$ cat config.mk
export PLATFORM = sky130hd
export DESIGN_NAME = req_gnt_sequencer
export DESIGN_NICKNAME = d
export VERILOG_FILES = /design/src/rtl/req_gnt_sequencer.sv
export SDC_FILE = /design/constraint.sdc
export NUM_CORES = 1
export LEC_CHECK = 0
export BUFFER_PORTS_ARGS = -buffer_cell sky130_fd_sc_hd__buf_2
export CAP_MARGIN = 20
export CORE_MARGIN = 1
export CORE_UTILIZATION = 32
export DETAILED_ROUTE_END_ITERATION = 6
export GPL_TIMING_DRIVEN = 0
export PLACE_DENSITY = 0.52
export SLEW_MARGIN = 20
export SYNTH_ARGS = -nofsm -noshare
export SYNTH_HDL_FRONTEND = slang
export SYNTH_SLANG_ARGS = --single-unit
$ cat constraint.sdc
create_clock -name clk -period 1.7 [get_ports clk]
set_clock_uncertainty 0.15 [all_clocks]
set_input_delay 0.085 -clock clk [delete_from_list [all_inputs] [get_ports clk]]
set_output_delay 0.085 -clock clk [all_outputs]
set_load 0.02 [all_outputs]
$ cat src/rtl/req_gnt_sequencer.sv
// Request/grant sequencer: counts busy cycles after an accepted req, pulses gnt once, keeps a 1-deep request queue.
// Optional wait timeout enabled by defining REQ_GNT_TIMEOUT_EN.
module req_gnt_sequencer #(
  parameter int BUSY_COUNT = 3,
  parameter int CNT_W      = 8,
  parameter int TIMEOUT    = 32
) (
  input  logic             clk,
  input  logic             reset,
  input  logic             req,
  input  logic             busy,
  output logic             gnt,
  output logic             pending,
  output logic [CNT_W-1:0] busy_cnt,
  output logic             req_drop,
  output logic             timeout_err
);

  typedef enum logic [1:0] {IDLE, WAIT_BUSY, GRANT} state_t;

  state_t           state, state_nxt;
  logic [CNT_W-1:0] cnt, cnt_nxt;
  logic             q_valid, q_nxt;
  logic             drop_q, drop_nxt;
  logic             hit;
  logic             expire;

  // hit: this edge delivers the BUSY_COUNT-th busy sample
  assign hit = (state == WAIT_BUSY) && busy && (cnt == CNT_W'(BUSY_COUNT - 1));

`ifdef REQ_GNT_TIMEOUT_EN
  logic [CNT_W-1:0] to_cnt;
  logic             tmo_q;

  // Grant wins over an expiry on the same edge
  assign expire = (state == WAIT_BUSY) && (to_cnt == CNT_W'(TIMEOUT - 1)) && !hit;

  always_ff @(posedge clk) begin
    if (reset) begin
      to_cnt <= '0;
      tmo_q  <= 1'b0;
    end else begin
      to_cnt <= (state == WAIT_BUSY && state_nxt == WAIT_BUSY) ? to_cnt + 1'b1 : '0;
      tmo_q  <= expire;
    end
  end

  assign timeout_err = tmo_q;
`else
  assign expire      = 1'b0;
  assign timeout_err = 1'b0;
`endif

  always_ff @(posedge clk) begin
    if (reset) begin
      state   <= IDLE;
      cnt     <= '0;
      q_valid <= 1'b0;
      drop_q  <= 1'b0;
    end else begin
      state   <= state_nxt;
      cnt     <= cnt_nxt;
      q_valid <= q_nxt;
      drop_q  <= drop_nxt;
    end
  end

  always_comb begin
    state_nxt = state;
    cnt_nxt   = cnt;
    q_nxt     = q_valid;
    drop_nxt  = 1'b0;
    case (state)
      IDLE: begin
        cnt_nxt = '0;
        if (req) state_nxt = WAIT_BUSY;
      end
      WAIT_BUSY: begin
        if (busy) cnt_nxt = cnt + 1'b1;
        if (req) begin
          if (q_valid) drop_nxt = 1'b1;
          else         q_nxt    = 1'b1;
        end
        if (hit) begin
          state_nxt = GRANT;
        end else if (expire) begin
          state_nxt = IDLE;
          cnt_nxt   = '0;
          q_nxt     = 1'b0;
          drop_nxt  = 1'b0;
        end
      end
      GRANT: begin
        // A req here with an empty queue is captured and consumed at once
        cnt_nxt   = '0;
        q_nxt     = 1'b0;
        drop_nxt  = req && q_valid;
        state_nxt = (q_valid || req) ? WAIT_BUSY : IDLE;
      end
      default: begin
        state_nxt = IDLE;
        cnt_nxt   = '0;
        q_nxt     = 1'b0;
      end
    endcase
  end

  always_comb begin
    gnt      = (state == GRANT);
    pending  = (state != IDLE);
    busy_cnt = cnt;
    req_drop = drop_q;
  end

endmodule

==> summary.txt <==
Worst setup path
  – Critical Path Start Type: flop
  – Slowest CP cell: or4b_4
  – Worst Setup SP: busy_cnt[0]
  – Setup crit end kind: flop
  – R2R setup slack: 90 ps
  – Worst path cell trace: inv_1 > ha_1 > or4b_4 > o21ai_2 > o21ai_2 > mux2i_1
  – CP peak stage delay: 460 ps
  – R2r startpoint: busy_cnt[0]
  – Crit path max-delay family: simple AND/OR/NAND/NOR gates
  – Buf+Inv Stages, Crit Path: 1
  – Data required time at the worst endpoint: 1710 ps
  – Most frequent CP cell: o21ai_2
  – Critical Path AT: 1620 ps
  – CP Max Fanout: 5
  – Critical path class: reg -> reg

Timing
  – Crit share post-route: 95.0%
  – Hold Violations, Final: 0
  – Worst hold slack: 360 ps
  – Setup TNS: 0 ps
  – Min Tclk post-route: 1610 ps
  – Final setup violation count: 0
  – Unrepaired setup endpoints after global routing: false
  – Highest clock rate: 619 MHz
  – Final-report max-slew violation count: 0

Place
  – PortBufs: 13
  – HPWL Detailed: 840 µm
  – Routability Congestion: 0.656

GRT
  – Initial antenna violation count: 0
  – Vias in the first global route: 438
  – Largest net degree at the start of global routing: 9
  – Total congestion overflow: 0
  – First-pass GRT wire length: around 1900 µm
  – All-Layer GR Usage: 13.3%

Power
  – Max IR drop VDD: 0.000417 V
  – Combinational share of power: 34.6%
  – Total power: 0.887 mW
  – Seq pwr share: 39.2%
  – Switching share of power: about 36%
  – Leakage: between 0.3 and 0.4 nW
  – Pwr dens: 1100 mW/mm²
  – Cell Int Power: 0.569 mW
  – Sw power: approximately 0.32 mW
  – Clock power frac: between 20% and 30%

Synth
  – Avg Cell Area, Syn: 9.06 µm²
  – Post-synthesis register bit count: 12
  – Post-synth EDFFs: 0
  – Synth unique cells: 23
  – YS warnings: 0
  – Register area share after synthesis: approximately 38%
  – Cell Area, Synth: between 600 and 700 µm²
  – Share of the synthesized area in the top cell type: 37.9%
  – Ys async rst share: 0%
  – Synth area leader: dfxtp_1
  – Syn Nets: 81
  – Synth Flop Type: dfxtp_1
  – Synth top area cells: dfxtp_1 38%, ha_1 14%, xor2_1 5.5%, nor2_1 5.3%, nand2b_1 3.9%
  – Most common cell in the netlist: dfxtp_1
  – Synth top cells by count: 12 x dfxtp_1, 9 x nor2_1, 7 x ha_1
  – Gate count after technology mapping: 70

Floorplanning
  – Initial Utilization: between 30 and 40%
  – Chip Width: about 47 µm
  – Chip height: 46.5 µm
  – Core Rows: 15
  – Core area: 0.00178 mm²
  – Die area: ~0.0022 mm²
  – IO Pins: 16

Final layout
  – NumNets Final: ~100
  – Antenna cells: 0
  – Filler Cell Count: 187
  – Layout cells sized above 1: 26.7%
  – Area delta synth->final: 26.6%
  – Post-layout util: 45.1%

Job
  – Max-Cap Viols: 0

Clock tree
  – Clk root buf: clkbuf_4
  – H-tree depth: 1
  – Clock Path Buffers: 2
  – TritonCTS clock tree: built
  – TritonCTS Buffers: 3
  – Clock Latency Late Sink: 270 ps
  – Clk pin slew, worst setup/hold paths: 80 ps
  – Clock sink total: 12

Route
  – Vias: about 540
  – First-pass DRT Iterations: 3
  – WL per Instance: 11.1 µm
  – Initial DRC count: 7
  – Final ANT Viol Nets: 0
  – Vias per inst: ~4.7
  – Final wirelength: 1270 µm
  – DRC violation count after routing: 0

Run status
  – Status: completed

Worst hold path
  – Min-Delay Path Class: reg -> reg
  – Hold Path Origin: q_valid
==> flip-flops by register name, summed over array words and instances (netlist names) <==
name and count:
busy_cnt 8, q_valid 1, req_drop 1, state 2
==> per-layer routing <==
metal	wire (µm)	global-route usage, %
met2	609	19.2
met3	38	4.71
met1	610	16.5
met4	12	8.82
met5	0	0
==> tightest hold or removal path: stages (launching register included) <==
cell,delay [ps]
dfxtp_1,340
nand4b_1,90
nor2_1,40
==> path summary, 6_finish.rpt <==
| path | endpoint | cells past startpoint |
|---|---|---|
| min | req_drop | 2 |
| min reg2reg | req_drop | 2 |
| max reg2reg | state[1] | 6 |
| max | state[1] | 6 |
==> cells by family after synthesis <==
logic type,share of synthesized area (%)
adder cells (fa/ha/maj),13.8
flip-flops,37.9
XOR/XNOR,6.90
buffers and inverters,5.32
AO/OA/AOI/OAI,10.1
AND/OR/NAND/NOR,22.3
other,0.591
multiplexers,3.16
==> layout make-up <==
| type | count | area [µm²] | area share [%] |
|---|---|---|---|
| Buffer | 3 | 18.8 | 2.34 |
| Clock buffer | 4 | 36.3 | 4.52 |
| Timing Repair Buffer | 16 | 95.1 | 11.8 |
| Multi-Input combinational cell | 51 | 364 | 45.3 |
| Sequential cell | 12 | 243 | 30.2 |
| Inverter | 4 | 15.0 | 1.87 |
| Tap cell | 25 | 31.3 | 3.89 |
==> timing repair <==
action | CTS | global route
buffers inserted | 0 | 0
hold endpoints to repair | 4 | 0
resized for setup | 0 | 2
endpoints found under the setup margin | 0 | 2
hold buffers | 3 | 0
==> power groups by stage <==
stage	sequential, mW	clock (mW)	combinational (mW)
finish	0.348	0.232	0.307
global route	0.352	0.256	0.340
CTS	0.348	0.238	0.307
detailed placement	0.354	0	0.296
global placement	0.353	0	0.301
floorplan	0.353	0	0.227
==> stage by stage <==
step | instances | area (µm²) | worst slack (ps)
6_report | 115 | 803 | 85.0
5_1_grt | 115 | 803 | 9.41
4_1_cts | 115 | 798 | 19.9
3_5_place_dp | 108 | 732 | 43.2
3_3_place_gp | 108 | 732 | 44.2
2_1_floorplan | 70 | 636 | 46.4
==> cells in the final DEF (no fill, tap or decap) <==
cell type,n
inv_1,4
clkbuf_4,3
nand4b_1,1
dlygate4sd3_1,3
nor3_1,1
a21oi_1,3
xnor2_1,1
mux2i_1,2
conb_1,1
o21ai_2,2
nand4_1,3
dfxtp_2,2
or4b_1,1
ha_1,7
nor2_1,9
or3_1,2
nand2_1,3
or4b_4,1
dfxtp_1,10
clkbuf_8,1
xor2_1,4
a211o_1,1
and3_1,1
clkbuf_1,1
nand2b_1,4
buf_4,2
o21ai_0,3
buf_2,13
a211oi_1,1
No activity file was read; power rests on OpenSTA's default activity.
